### config.mk
export PLATFORM = sky130hd
export DESIGN_NAME = enemy_projectile_controller
export DESIGN_NICKNAME = d
export VERILOG_FILES = /design/src/rtl/galaga_lib.sv /design/src/rtl/enemy_projectile_slot.sv /design/src/rtl/enemy_projectile_controller.sv
export SDC_FILE = /design/constraint.sdc
export NUM_CORES = 1
export LEC_CHECK = 0
export ABC_AREA = 1
export CAP_MARGIN = 10
export CORE_MARGIN = 2
export CORE_UTILIZATION = 47
export DETAILED_ROUTE_END_ITERATION = 7
export PLACE_DENSITY = 0.67
export SYNTH_ARGS = -nofsm -noshare
export SYNTH_HDL_FRONTEND = slang
export SYNTH_SLANG_ARGS = --single-unit
### constraint.sdc
create_clock -name frame_clk -period 3.5 [get_ports frame_clk]
set_input_delay 0.35 -clock frame_clk [delete_from_list [all_inputs] [get_ports frame_clk]]
set_output_delay 0.35 -clock frame_clk [all_outputs]
set_load 0.01 [all_outputs]
### src/rtl/galaga_lib.sv
// Shared constants and helpers for the galaga game logic.
package galaga_lib;

  localparam int NEP           = 4;
  localparam int EPROJ_SPEED   = 4;
  localparam int EPROJ_W       = 2;
  localparam int EPROJ_H       = 8;
  localparam int SCREEN_BOTTOM = 479;
  localparam int FIRE_COOLDOWN = 20;

  // Unsigned subtract that clamps at zero instead of wrapping.
  function automatic logic [9:0] satSub(input logic [9:0] a, input logic [9:0] b);
    return (a >= b) ? (a - b) : 10'd0;
  endfunction

endpackage

### src/rtl/enemy_projectile_slot.sv
// One enemy projectile: live flag, sprite position, frame-rate motion and
// per-pixel coverage test for the colour mapper.
module enemy_projectile_slot #(
  parameter int EPROJ_SPEED   = galaga_lib::EPROJ_SPEED,
  parameter int EPROJ_W       = galaga_lib::EPROJ_W,
  parameter int EPROJ_H       = galaga_lib::EPROJ_H,
  parameter int SCREEN_BOTTOM = galaga_lib::SCREEN_BOTTOM
) (
  input  logic       frame_clk,
  input  logic       Reset,
  input  logic       fire,
  input  logic       coll,
  input  logic [9:0] fireX,
  input  logic [9:0] fireY,
  input  logic [9:0] drawX,
  input  logic [9:0] drawY,
  output logic       active,
  output logic       on,
  output logic [9:0] distX,
  output logic [9:0] distY
);
  import galaga_lib::*;

  logic [9:0]  posX;
  logic [9:0]  posY;
  logic [10:0] yStep;
  logic        inX;
  logic        inY;

  // Extra bit keeps the bottom-exit test from wrapping back to the top.
  assign yStep = {1'b0, posY} + 11'(EPROJ_SPEED);

  // Slot state: retire on hit or bottom exit, otherwise fall; spawn when picked.
  always_ff @(posedge frame_clk) begin
    if (Reset) begin
      active <= 1'b0;
      posX   <= '0;
      posY   <= '0;
    end else if (active) begin
      if (coll) begin
        active <= 1'b0;
      end else if (yStep > 11'(SCREEN_BOTTOM)) begin
        active <= 1'b0;
      end else begin
        posY <= yStep[9:0];
      end
    end else if (fire) begin
      active <= 1'b1;
      posX   <= satSub(fireX, 10'(EPROJ_W / 2));
      posY   <= fireY;
    end
  end

  // Sprite coverage and offset of the current pixel, zero when outside.
  always_comb begin
    inX   = ({1'b0, drawX} >= {1'b0, posX}) &&
            ({1'b0, drawX} <  ({1'b0, posX} + 11'(EPROJ_W)));
    inY   = ({1'b0, drawY} >= {1'b0, posY}) &&
            ({1'b0, drawY} <  ({1'b0, posY} + 11'(EPROJ_H)));
    on    = active && inX && inY;
    distX = on ? (drawX - posX) : '0;
    distY = on ? (drawY - posY) : '0;
  end

endmodule

### src/rtl/enemy_projectile_controller.sv
// Pool of enemy projectiles: fire arbitration with cooldown, ship-hit
// reporting and the render offset mux across all slots.
module enemy_projectile_controller #(
  parameter int NEP           = galaga_lib::NEP,
  parameter int EPROJ_SPEED   = galaga_lib::EPROJ_SPEED,
  parameter int EPROJ_W       = galaga_lib::EPROJ_W,
  parameter int EPROJ_H       = galaga_lib::EPROJ_H,
  parameter int SCREEN_BOTTOM = galaga_lib::SCREEN_BOTTOM,
  parameter int FIRE_COOLDOWN = galaga_lib::FIRE_COOLDOWN
) (
  input  logic           frame_clk,
  input  logic           Reset,
  input  logic           FireReq,
  input  logic [9:0]     FireX,
  input  logic [9:0]     FireY,
  input  logic [9:0]     DrawX,
  input  logic [9:0]     DrawY,
  input  logic [NEP-1:0] EProjColl,
  output logic           FireAck,
  output logic           ShipHit,
  output logic [NEP-1:0] EProjOn,
  output logic [9:0]     EProjDistX,
  output logic [9:0]     EProjDistY,
  output logic [NEP-1:0] EProjActive
);
  import galaga_lib::*;

  localparam int CD_W = $clog2(FIRE_COOLDOWN + 1);

  logic [NEP-1:0]  active;
  logic [NEP-1:0]  onVec;
  logic [NEP-1:0]  targetOneHot;
  logic [NEP-1:0]  fireSel;
  logic [9:0]      slotDistX [NEP];
  logic [9:0]      slotDistY [NEP];
  logic [CD_W-1:0] cooldown;
  logic            accept;

  // Lowest-index free slot, judged on the live mask at the start of the frame.
  always_comb begin
    targetOneHot = '0;
    for (int i = NEP - 1; i >= 0; i--) begin
      if (!active[i]) begin
        targetOneHot    = '0;
        targetOneHot[i] = 1'b1;
      end
    end
    accept  = FireReq && (cooldown == '0) && !(&active);
    fireSel = accept ? targetOneHot : '0;
  end

  // Cooldown counter plus the one-frame FireAck and ShipHit pulses.
  always_ff @(posedge frame_clk) begin
    if (Reset) begin
      cooldown <= '0;
      FireAck  <= 1'b0;
      ShipHit  <= 1'b0;
    end else begin
      FireAck <= accept;
      ShipHit <= |(EProjColl & active);
      if (accept) begin
        cooldown <= CD_W'(FIRE_COOLDOWN);
      end else if (cooldown != '0) begin
        cooldown <= cooldown - CD_W'(1);
      end
    end
  end

  for (genvar g = 0; g < NEP; g++) begin : gSlot
    enemy_projectile_slot #(
      .EPROJ_SPEED  (EPROJ_SPEED),
      .EPROJ_W      (EPROJ_W),
      .EPROJ_H      (EPROJ_H),
      .SCREEN_BOTTOM(SCREEN_BOTTOM)
    ) uSlot (
      .frame_clk(frame_clk),
      .Reset    (Reset),
      .fire     (fireSel[g]),
      .coll     (EProjColl[g]),
      .fireX    (FireX),
      .fireY    (FireY),
      .drawX    (DrawX),
      .drawY    (DrawY),
      .active   (active[g]),
      .on       (onVec[g]),
      .distX    (slotDistX[g]),
      .distY    (slotDistY[g])
    );
  end

  assign EProjActive = active;
  assign EProjOn     = onVec;

  // Offset mux: walk high to low so the lowest covering slot wins.
  always_comb begin
    EProjDistX = '0;
    EProjDistY = '0;
    for (int i = NEP - 1; i >= 0; i--) begin
      if (onVec[i]) begin
        EProjDistX = slotDistX[i];
        EProjDistY = slotDistY[i];
      end
    end
  end

endmodule

### Word-level counts from Yosys, hierarchy flattened

Cells that the tools add are included.

* add/subtract/negate cells: 22
* $mul: 0
* divide/modulo/power cells: 0
* magnitude comparators: 21
* equality and inequality tests: 8
* shift operators: 0
* mux-type cells: 48
* bitwise operators: 5
* reduce and logical (&&, ||, !) cells: 37

Operators with widths (number)
* $mux 10: 25
* $lt 10x11->1: 8
* $ge 10x10->1: 8
* $sub 10x10->10: 8
* $add 10x2->11 const B: 4
* $add 10x3->11 const B: 4
* $add 10x4->11 const B: 4
* $gt 11x9->1 const B: 4
* $mux 4: 5
* $logic_and 1x1->1: 18
* $mux 1: 16
* $ne 2x2->1 const B: 8
* $reduce_and 3->1: 4
* $ge 10x1->1 const B: 1
* $mux 5: 2
* $reduce_bool 2->1: 5
* $sub 10x1->10 const B: 1
* $reduce_and 2->1: 4
* $logic_not 5->1: 1
* $reduce_bool 5->1: 1
* $sub 5x1->5 const B: 1
* $and 4x4->4: 1
* $not 1->1: 4
* $reduce_and 4->1: 1
* other kinds (3): 3

* flip-flop bits (word level): 91
* bits in latches: 0
* bits in writable memories: 0
* memory bits (read-only): 0
* input port bits: 47
* word-level logic and storage cells: 157
* memories: 0

### Depth between registers and ports, before layout

Gate-level depths: netlist of the first run.

* depth in word-level cells: 9
* depth in mapped cells: 19
* depth with buffers taken out: 18

### Hierarchy

A second synthesis of the first run with hierarchy kept.

* cell total of the unflattened synthesis: 2156
* area, all modules: 13452.9 um2

Modules (own cells, without submodules)
* enemy_projectile_slot (gSlot[0].uSlot ...): times used 2, cells an instance 489, area each 3109.2 um2, sequential area each 420.4 um2
* enemy_projectile_slot (gSlot[3].uSlot): times used 1, cells an instance 497, area each 3125.5 um2, sequential area each 420.4 um2
* enemy_projectile_slot (gSlot[1].uSlot): times used 1, cells an instance 487, area each 3069.2 um2, sequential area each 420.4 um2
* enemy_projectile_controller: times used 1, cells an instance 194, area each 1039.7 um2, sequential area each 140.1 um2

### Least setup slack after synthesis of the first run

No wires, ideal clock.

* kind: flip-flop to output port
* from: register gSlot[1].uSlot.posX[1]
* to: output port EProjDistX[4]
* arrival time: 2.431 ns
* data required time: 3.150 ns
* slack: 0.719 ns
* stages on the path, launching flop included: 19
* buffers on the path: 1
* cell sequence: dfxtp_1 ha_1 nand3_1 nor2_1 nand2_1 nor3_1 xor2_1 ha_1 nand4_1 nor2_1 nor2_1 nand2_1 nor2_4 nand2_4 inv_4 buf_12 nand2_1 nand3_1 nand2_1

* cells in the longest elaborated chain, start to end: 7
* elaborated cells between the ends (all ways): 9

RTL lines
* start: declaration: line enemy_projectile_slot.sv:24 `logic [9:0] posX;`
* start signal: assignment: line enemy_projectile_slot.sv:49 `posX <= satSub(fireX, 10'(EPROJ_W / 2));`
* $add 10x2->11: line enemy_projectile_slot.sv:57 `({1'b0, drawX} < ({1'b0, posX} + 11'(EPROJ_W)));`
* $lt 10x11->1: line enemy_projectile_slot.sv:57
* $logic_and 1x1->1 (*): line enemy_projectile_slot.sv:56 `inX = ({1'b0, drawX} >= {1'b0, posX}) &&`
* $logic_and 1x1->1 (*) (2 in a row): line enemy_projectile_slot.sv:60 `on = active && inX && inY;`
* via gSlot[1].uSlot.on: line enemy_projectile_slot.sv:18 `output logic on,`
* $mux 10 (*) (2 in a row): line enemy_projectile_controller.sv:99 `if (onVec[i]) begin`
* end: declaration: line enemy_projectile_controller.sv:22 `output logic [9:0] EProjDistX,`

The timed path passes the listed nets; every way through them passes the cells marked *.

### Worst setup path after layout of the first run

* from: register gSlot[1].uSlot.posX[1]
* to: output port EProjDistY[5]

* cells in the longest elaborated chain, start to end: 7
* elaborated cells between the ends (all ways): 8

RTL lines
* $add 10x2->11: line enemy_projectile_slot.sv:57
* $lt 10x11->1: line enemy_projectile_slot.sv:57
* $logic_and 1x1->1 (*): line enemy_projectile_slot.sv:56
* $logic_and 1x1->1 (*) (2 in a row): line enemy_projectile_slot.sv:60
* $mux 10 (*) (2 in a row): line enemy_projectile_controller.sv:99
* end: declaration: line enemy_projectile_controller.sv:23 `output logic [9:0] EProjDistY,`

Mark *: on every way between the ends. The rest lies on a longest branch, timed or not.

==> run metrics, run 1 <==
Die ar.=around 0.026 sq mm; P_leak=roughly 7.6 nW; Vias=approximately 14000; share of cells above drive strength 1=0.222; CTS Sinks=91; r2r worst-path depth=9; Endpoint, Worst Hold=cooldown[0]; Setup CP Type=flip-flop to output pin; Slowest Stage Delay on Critical Path=approximately 0.37 ns; endpoint type of the worst setup path=output pin; status=finished with violations; Filler cells=roughly 2300; critical path peak fanout=4; commonest non-fill, non-tap cell in the layout=nand2_1; Slew Limit Fails=0; Tot Pwr=around 5.6 mW; Final setup violation count=1; Period minus WS final=between 3 and 4 ns; CP bufs+invs=5; largest net degree at the start of global routing=54; synthesized area=between 0.01 and 0.015 sq mm; Post-Syn Area per Cell=6.32 sq um; min-delay src=cooldown[0]; routability cong.=slightly below 1; routed vias/inst=~5.4; largest cells by area after synthesis=ha_1, dfxtp_1, nand2_1; HPWL after detailed placement=about 33000 um; skew final=0.00871 ns; Synth Flop Type=dfxtp_1; Final Util=0.636; register area share after synthesis=0.154; ant diodes=0; first-pass GRT wire length=roughly 65000 um; drt first pass iters=8; Worst EP required=approximately 3.2 ns; Max Clk Rate=roughly 280 MHz; Rel. slew slack=0.544; crit path DAT=~3.2 ns; Cell Pwr Density=around 350 mW/mm^2; antenna violations before repair=0; Post-CTS Hold Buffers=0; Total Wirelength=approximately 42000 um; Tot GR Track Use=0.310; Syn Inst Count=1870; DRC errors left=0; Synth async-reset ratio=0; final worst-path cycle share=1.00; root buf cell=clkbuf_16; crit-path cells=ha_4, nand3_2, nor2_1, nand2_1, nor3_2, xor2_1, ha_1, nand4_1, nor2_1, nor2_1, nand2_2, nor2_4, buf_6, buf_6, nand3_2, nand2_2, inv_2, a21oi_2, buf_4, buf_6; gr ovfl total=0; max-cap violations=0; VDD IR max=between 0.0003 and 0.0004 V; Yosys cell types=50; clk_lat worst skew=about 0.36 ns; DRT antenna net count=0; Worst-Margin Slew=between 0.6 and 0.7 ns; Die H=between 150 and 200 um; startpoint class of the critical path=flip-flop; Warnings, synthesis=0; core box area=around 0.025 sq mm; failing checks=negative setup slack; clock buffer depth=2; Hold Crit Depth=2; final net count=around 2400; Seq cells post-synth=between 90 and 100; post-synth net total=approximately 2100; Crit path max-delay family=simple AND/OR/NAND/NOR gates; FF-to-FF End=gSlot[0].uSlot.posY[3]; Cell Rows=slightly below 60; area grow syn2layout=34.4%; final hold violations=0; H-Tree Depth=3; Clock transition at path regs=roughly 0.08 ns; Initial DRC Count=between 1000 and 1500; DP Worst Slack=-0.330 ns; number of global-route vias before repair=around 13000; R2R setup slack=just over 0.9 ns; Top Ports=77; top cell type's share of synthesized area=0.173; RSZ-0062 raised after global routing=yes; CP max-delay cell=dfxtp_2; CTS tree=yes; number of synthesized flops with an enable pin=0; Starting Density=0.474; TritonCTS Buffers=9; Port Buffers=76; DR WL/cell=between 15 and 20 um; most frequent cells in the layout=nand2_1, buf_4, inv_1, nor2_1, ha_1; die width=163 um; final setup margin=-0.0103 ns; Yosys top cell by area=ha_1; reg-to-reg critical path startpoint=gSlot[1].uSlot.active; worst hold path class=flip-flop to flip-flop
==> power breakdown <==
part	internal, mW	leakage, nW	switching (mW)
registers	1.19	0.752	0.160
clock network	0.585	0.155	0.509
logic	1.37	6.74	1.74
==> metrics by stage <==
stage | TNS, ns | std cells | hold WS, ns | cell area (sq um)
floorplan | 0 | 1870 | 0.431 | 11800
global placement | -4.83 | 2496 | 0.458 | 14800
detailed placement | -5.87 | 2496 | 0.476 | 14800
CTS | -0.0237 | 2530 | 0.488 | 15400
global route | -1.27 | 2547 | 0.506 | 15900
finish | -0.0103 | 2547 | 0.484 | 15900
==> flip-flops by register name, indices dropped and copies added, names as in the netlist <==
name and cells:
gSlot.uSlot.active 4, FireAck 1, cooldown 5, gSlot.uSlot.posX 40, gSlot.uSlot.posY 40, ShipHit 1
==> worst max path at each step <==
stage	from	end	slack [ns]	cells after the start
2_1_floorplan	gSlot[1].uSlot.posX[1]	EProjDistX[4]	0.72	18
3_3_place_gp	DrawY[2]	EProjDistY[1]	-0.27	16
3_5_place_dp	DrawY[2]	EProjDistY[3]	-0.33	16
4_1_cts	gSlot[1].uSlot.posX[1]	EProjDistY[3]	-0.02	18
5_1_grt	gSlot[1].uSlot.posX[1]	EProjDistY[5]	-0.16	20
6_report	gSlot[1].uSlot.posX[1]	EProjDistY[5]	-0.01	20
==> tightest hold or removal path: cells and delay by family, from the launching register on <==
| family | cells | cell delay [ns] |
|---|---|---|
| compound gates | 1 | 0.05 |
| flops | 1 | 0.33 |
| simple gates | 1 | 0.07 |
==> layout make-up <==
| type | instances | area [sq um] | share of cell area |
|---|---|---|---|
| clock buffer | 10 | 239 | 0.0150 |
| sequential | 91 | 1870 | 0.118 |
| multi-input combinational | 1496 | 9250 | 0.582 |
| clock inverter | 6 | 72.6 | 0.00457 |
| timing repair buffer | 382 | 3160 | 0.199 |
| inverter | 232 | 883 | 0.0556 |
| tap | 330 | 413 | 0.0260 |
==> timing repair <==
action | 4_1_cts | 5_1_grt
buffers inserted | 15 | 18
resized for setup | 124 | 117
gates cloned | 3 | 2
pin swaps | 21 | 40
endpoints found under the setup margin | 24 | 23
==> synthesized netlist by cell type (all sizes together), types with 10 or more instances <==
library cell  number
o21bai            10
nand4             47
nor3              32
nand3            122
dfxtp             91
clkbuf            26
nand3b            20
buf               27
nor2             194
nand2            447
inv              230
xnor2             28
xor2              93
ha               163
a21oi            148
o21ai            130
==> layer usage <==
| layer | vias to the layer above | routed length (um) | track usage |
|---|---|---|---|
| met2 | 585 | 18400 | 0.497 |
| met5 | - | 0 | 0 |
| met4 | 0 | 1060 | 0.0885 |
| met3 | 87 | 3740 | 0.0514 |
| met1 | 6326 | 18900 | 0.430 |
| li1 | 6846 | - | - |
==> cells by family (layout without fill, tap and decap cells) <==
logic type	after synthesis	in the layout	synth area share
adder cells (fa/ha/maj)	171	171	0.186
buffers and inverters	285	630	0.0991
XOR/XNOR	121	121	0.0896
AND/OR/NAND/NOR	879	881	0.323
AO/OA/AOI/OAI	323	323	0.148
flip-flops	91	91	0.154
(Power assumes the default switching activity.)
==> run 2, diff against run 1 <==
==> constraint.sdc (replaced) <==
create_clock -name frame_clk -period 3.44 [get_ports frame_clk]
set_input_delay 0.344 -clock frame_clk [delete_from_list [all_inputs] [get_ports frame_clk]]
set_output_delay 0.344 -clock frame_clk [all_outputs]
set_load 0.01 [all_outputs]
==> run 2 against run 1 <==
Effect of this change:
- the run still ends with negative setup slack left
- highest routed layer unchanged
- largest power group unchanged
- count of clock-buffer cells in the layout shrank 1
- sequential power is essentially flat
- largest cell class unchanged
- cell count grew 1.2%
==> run metrics, run 2 (synthesis gave the netlist of run 1 again) <==
status=finished with violations; failing checks=negative setup slack; clk_lat worst skew=around 0.36 ns; ant diodes=0; share of cells above drive strength 1=0.253; Tot GR Track Use=0.314; Initial DRC Count=about 1200; final setup margin=-0.000884 ns; number of global-route vias before repair=approximately 13000; TritonCTS Buffers=9; Sequential Area=approximately 0.0019 sq mm; Port Buffers=76; skew final=~0.014 ns; Worst-Margin Slew=between 0.7 and 0.8 ns; endpoint type of the worst setup path=output pin; root buf cell=clkbuf_16; final hold violations=0; final net count=between 2000 and 2500; Max Clk Rate=between 200 and 300 MHz; crit-path most repeated cell=nand2_1; most frequent cells in the layout=nand2_1, buf_4, inv_1, nor2_1, ha_1; Rel. slew slack=0.516; largest net degree at the start of global routing=48; critical path peak fanout=6; startpoint class of the critical path=flip-flop; clock buffer depth=2; CTS tree=yes; Vias=between 10000 and 15000; first-pass GRT wire length=between 60000 and 70000 um; HPWL after detailed placement=approximately 33000 um; RSZ-0062 raised after global routing=yes; Starting Density=0.474; final non-filler cell total=2577; drt first pass iters=8; Post-CTS Hold Buffers=0; multi-input logic area=between 0.009 and 0.01 sq mm; Placement Cell Area=approximately 0.015 sq mm; placed instance count=2526; DRC errors left=0; Slew Limit Fails=0; Die H=roughly 160 um; worst hold path class=flip-flop to flip-flop; DRT antenna net count=0; Cell Rows=58; Slowest Stage Delay on Critical Path=around 0.36 ns; VDD IR max=~0.00036 V; core box area=between 0.02 and 0.025 sq mm; WHS=around 0.48 ns; crit-path cells=buf_4, nand2_1, nor2_2, nand2_1, xor2_1, ha_1, nand2_1, inv_1, nor3_2, nor2_1, nor2_1, nand2_2, nor2_4, buf_12, nand2_8, inv_8, buf_12, nand2_1, nand3_2, nand2_2, buf_2; DR WL/cell=approximately 17 um; max-cap violations=0; area grow syn2layout=39.8%; Clock transition at path regs=approximately 0.080 ns; H-Tree Depth=3; Worst EP required=a little over 3 ns; die width=between 150 and 200 um; Cell Pwr Density=approximately 350 mW/mm^2; Tot Pwr=around 5.7 mW; P_leak=around 8 nW; Die ar.=between 0.02 and 0.03 sq mm; CTS Sinks=91; CP max-delay cell=dfxtp_2; routed vias/inst=approximately 5.4; commonest non-fill, non-tap cell in the layout=nand2_1; Total Wirelength=between 40000 and 50000 um; final worst-path cycle share=1.00; routability cong.=0.950; Setup CP Type=flip-flop to output pin; crit path DAT=3.10 ns; Top Ports=between 70 and 80; biggest regs=gSlot.uSlot.posX: 40 flops, gSlot.uSlot.posY: 40 flops, cooldown: 5 flops; Final setup violation count=1; gr ovfl total=0; Period minus WS final=roughly 3.4 ns; Filler cells=2240; Final Instance Area=0.0165 sq mm; antenna violations before repair=1
-- run 2: path summary, 6_finish.rpt --
check,from,end,slack (ns),cells after the start
worst max-delay path,gSlot[1].uSlot.posX[2],EProjDistX[4],-0.0009,21
worst max register to register,gSlot[1].uSlot.active,gSlot[0].uSlot.posY[5],0.87,9
worst min register to register,cooldown[0],cooldown[0],0.48,2
worst min-delay path,cooldown[0],cooldown[0],0.48,2
-- run 2: final cells by class --
class,instances,area share
Multi-Input combinational cell,1497,0.580
Tap cell,330,0.0250
Sequential cell,91,0.114
Inverter,232,0.0535
Clock inverter,7,0.00356
Clock buffer,9,0.0136
Timing Repair Buffer,411,0.210
-- run 2: timing repair --
| action | CTS | global route |
|---|---|---|
| buffers inserted | 17 | 16 |
| cloned | 2 | 3 |
| gates resized for setup | 165 | 162 |
| pin swaps | 34 | 67 |
| endpoints found under the setup margin | 24 | 23 |
-- run 2: power by group --
group          leakage [nW]  switching (mW)  total, mW  internal (mW)
sequential            0.755           0.162       1.38           1.22
combinational          7.10            1.85       3.33           1.48
clock                 0.138           0.534       1.04          0.504
-- run 2: layer usage --
layer	vias up	GRT usage	routed length, um	part of all wire
met3	76	0.0665	3720	0.087
met2	465	0.495	18700	0.44
met4	0	0.0986	1090	0.026
met5	-	0	0	0
li1	6915	-	-	-
met1	6354	0.431	19200	0.45
-- run 2: stage by stage --
stage / util / setup TNS, ns / setup WS (ns)
floorplan: - / 0 / 0.665
global placement: 0.602 / -5.04 / -0.313
detailed placement: 0.602 / -5.97 / -0.349
CTS: 0.630 / -0.300 / -0.0529
global route: 0.662 / -2.56 / -0.188
finish: 0.662 / -0.000884 / -0.000884
-- run 2: worst max-delay path, delay by kind of cell, from the launching register on --
family / cells / cell delay (ns)
buffers and inverters: 6 / 0.65
XOR/XNOR: 1 / 0.16
flip-flops: 1 / 0.36
adder cells (fa/ha/maj): 1 / 0.32
AND/OR/NAND/NOR: 13 / 1.22
==> run 3, diff against run 2 <==
--- a/config.mk
+++ b/config.mk
@@ -5,7 +5,6 @@
 export SDC_FILE = /design/constraint.sdc
 export NUM_CORES = 1
 export LEC_CHECK = 0
-export ABC_AREA = 1
 export CAP_MARGIN = 10
 export CORE_MARGIN = 2
 export CORE_UTILIZATION = 47
==> run 3 against run 2 <==
Effect of this change:
- the flow still finishes with violations (negative setup slack)
- first-iteration DRC count decreased by 25%
- total power decreased by 14%
- routed wire length increased by 2.0%
- highest routed layer unchanged
- sequential power decreased by 9%
- critical path type unchanged
- combinational power decreased by 20%
- cell count decreased by 12%
- core utilization increased by 3.1 points
- area after synthesis decreased by 4.8%
- non-clock buffer count increased by 101
- sequential share of layout area decreased by 0.10 points
==> run metrics, run 3 <==
commonest non-fill, non-tap cell in the layout=buf_4; Starting Density=0.480; P_leak=between 6 and 7 nW; Tot Pwr=approximately 4.9 mW; gr ovfl total=0; number of global-route vias before repair=around 13000; share of cells above drive strength 1=0.309; TritonCTS Buffers=9; largest cells by area after synthesis=ha_1, dfxtp_1, xnor2_1; Cell Rows=56; CTS Sinks=91; Die ar.=~0.025 sq mm; Max Clk Rate=about 260 MHz; Endpoint, Worst Hold=gSlot[0].uSlot.posX[9]; Cell Pwr Density=303 mW/mm^2; Slowest Stage Delay on Critical Path=0.39 ns; Post-synth top cells=ha_1, a21oi_1, nor2_1; core box area=roughly 0.023 sq mm; count leader, synth=ha_1; CTS tree=yes; failing checks=negative setup slack; Hold Crit Depth=2; CP bufs+invs=4; Period minus WS final=just under 4 ns; register area share after synthesis=0.162; Worst EP required=between 3 and 4 ns; most frequent cells in the layout=buf_4, ha_1, a21oi_1, nor2_1, inv_1; DRT antenna net count=0; crit-path most repeated cell=a221oi_2; Initial DRC Count=910; final worst-path cycle share=1.13; root buf cell=clkbuf_16; DR WL/cell=~19 um; ant diodes=0; post-synth net total=around 1700; R2R setup slack=0.52 ns; status=finished with violations; clk_lat worst skew=around 0.36 ns; met3 usage=0.0452; Top Ports=just under 80; routability cong.=a little over 1; Crit path max-delay family=compound AO/OA/AOI/OAI gates; Rel. slew slack=0.569; met2 GRT Util=0.594; Top Usage Layer GRT=met2; skew final=around 0.011 ns; Syn Inst Count=between 1000 and 1500; M1 GR Usage=0.368; max-cap violations=0; Yosys top cell by area=ha_1; Final setup violation count=20; Synth async-reset ratio=0; r2r worst-path depth=9; reg-to-reg critical path startpoint=cooldown[0]; antenna violations before repair=0; Clock transition at path regs=about 0.08 ns; Vias=roughly 13000; largest net degree at the start of global routing=between 50 and 60; Post-CTS Hold Buffers=0; routed vias/inst=5.79; number of synthesized flops with an enable pin=0; RSZ-0062 raised after global routing=yes; top cell type's share of synthesized area=0.181; Worst-Margin Slew=between 0.6 and 0.7 ns; die width=roughly 160 um; setup_tns=-7.27 ns; WHS=between 0.4 and 0.5 ns; Port Buffers=76; H-Tree Depth=3; area grow syn2layout=44.4%; Levels on crit path=14; Synth Flop Type=dfxtp_1; Tot GR Track Use=0.336; final hold violations=0; min-delay src=gSlot[0].uSlot.posX[9]; startpoint class of the critical path=flip-flop; final setup margin=-0.460 ns; synthesized area=0.0113 sq mm; HPWL after detailed placement=approximately 34000 um; Yosys cell types=74; FF-to-FF End=gSlot[2].uSlot.posY[5]; drt first pass iters=6; crit-path cells=and3_4, nand3_4, xnor2_2, ha_1, buf_6, a221oi_2, o21ai_1, a31o_2, a2111oi_4, buf_4, buf_12, nand4_1, a221oi_2, buf_2; endpoint type of the worst setup path=output pin; biggest regs=gSlot.uSlot.posX: 40 flops, gSlot.uSlot.posY: 40 flops, cooldown: 5 flops; Die H=about 160 um; DRC errors left=0; first-pass GRT wire length=around 68000 um; Setup CP Type=flip-flop to output pin; Seq cells post-synth=91; Warnings, synthesis=0; critical path peak fanout=6; worst hold path class=flip-flop to flip-flop; Post-Syn Area per Cell=between 7 and 8 sq um; clock buffer depth=2; crit path DAT=3.56 ns; Total Wirelength=~44000 um; final net count=around 2200; CP max-delay cell=dfxtp_4; VDD IR max=just over 0.0003 V; Slew Limit Fails=0
## run 3: how the worst max path moves through the flow
stage                                start             to  slack, ns
global route        gSlot[3].uSlot.posX[1]  EProjDistX[7]      -0.59
CTS                 gSlot[3].uSlot.posX[1]  EProjDistX[7]      -0.43
floorplan           gSlot[1].uSlot.posY[3]  EProjDistX[3]       0.06
global placement                  DrawY[4]  EProjDistX[1]      -0.76
detailed placement                DrawY[6]  EProjDistX[0]      -0.83
finish              gSlot[3].uSlot.posX[1]  EProjDistX[7]      -0.46
## run 3: metrics by stage
step	cells	instance area (sq um)	setup slack (ns)	utilization
global placement	2220	15200	-0.763	0.648
CTS	2268	16100	-0.425	0.688
global route	2266	16300	-0.589	0.692
floorplan	1484	11300	0.0649	-
finish	2266	16300	-0.460	0.692
detailed placement	2220	15200	-0.829	0.648
## run 3: layer usage
| metal | vias up | wire length (um) | share of wire |
|---|---|---|---|
| met1 | 6167 | 16800 | 0.39 |
| met4 | 0 | 3590 | 0.082 |
| met5 | - | 0 | 0 |
| li1 | 6315 | - | - |
| met2 | 470 | 20900 | 0.48 |
| met3 | 177 | 2250 | 0.052 |
## run 3: worst min-delay path, delay by kind of cell, from the launching register on
kind	cells	cell delay, ns
and+or+nand+nor	1	0.06
AOI/OAI and AO/OA	1	0.05
DFF	1	0.32
## run 3: report_power, final
group	internal, mW	leakage, nW	total (mW)	switching, mW
sequential	1.16	0.743	1.25	0.0932
combinational	1.28	6.06	2.68	1.40
clock	0.509	0.141	0.992	0.483
total	2.95	6.94	4.93	1.98
## run 3: cell type report
class                   instances  area [sq um]
repair buffers                512          4110
multi-input cells            1211          9180
flip-flops and latches         91          1840
clock buffers                  10           229
well taps                     319           399
clock inverters                 6          57.6
fillers                      1951          7220
inverters                     117           442
## run 3: logic make-up (layout without fill, tap and decap cells)
kind of cell | Yosys count | count (layout) | synth area share
AO/OA/AOI/OAI | 379 | 379 | 0.228
XOR/XNOR | 117 | 117 | 0.0910
adder cells (fa/ha/maj) | 171 | 171 | 0.195
buffers and inverters | 182 | 645 | 0.0665
flip-flops | 91 | 91 | 0.162
multiplexers | 29 | 29 | 0.0260
AND/OR/NAND/NOR | 515 | 515 | 0.232
## run 3: repair_timing
action / CTS / global route
resized for setup: 197 / 41
cloned: 7 / 1
pin swaps: 39 / 18
buffers inserted: 25 / 2
endpoints found under the setup margin: 24 / 24
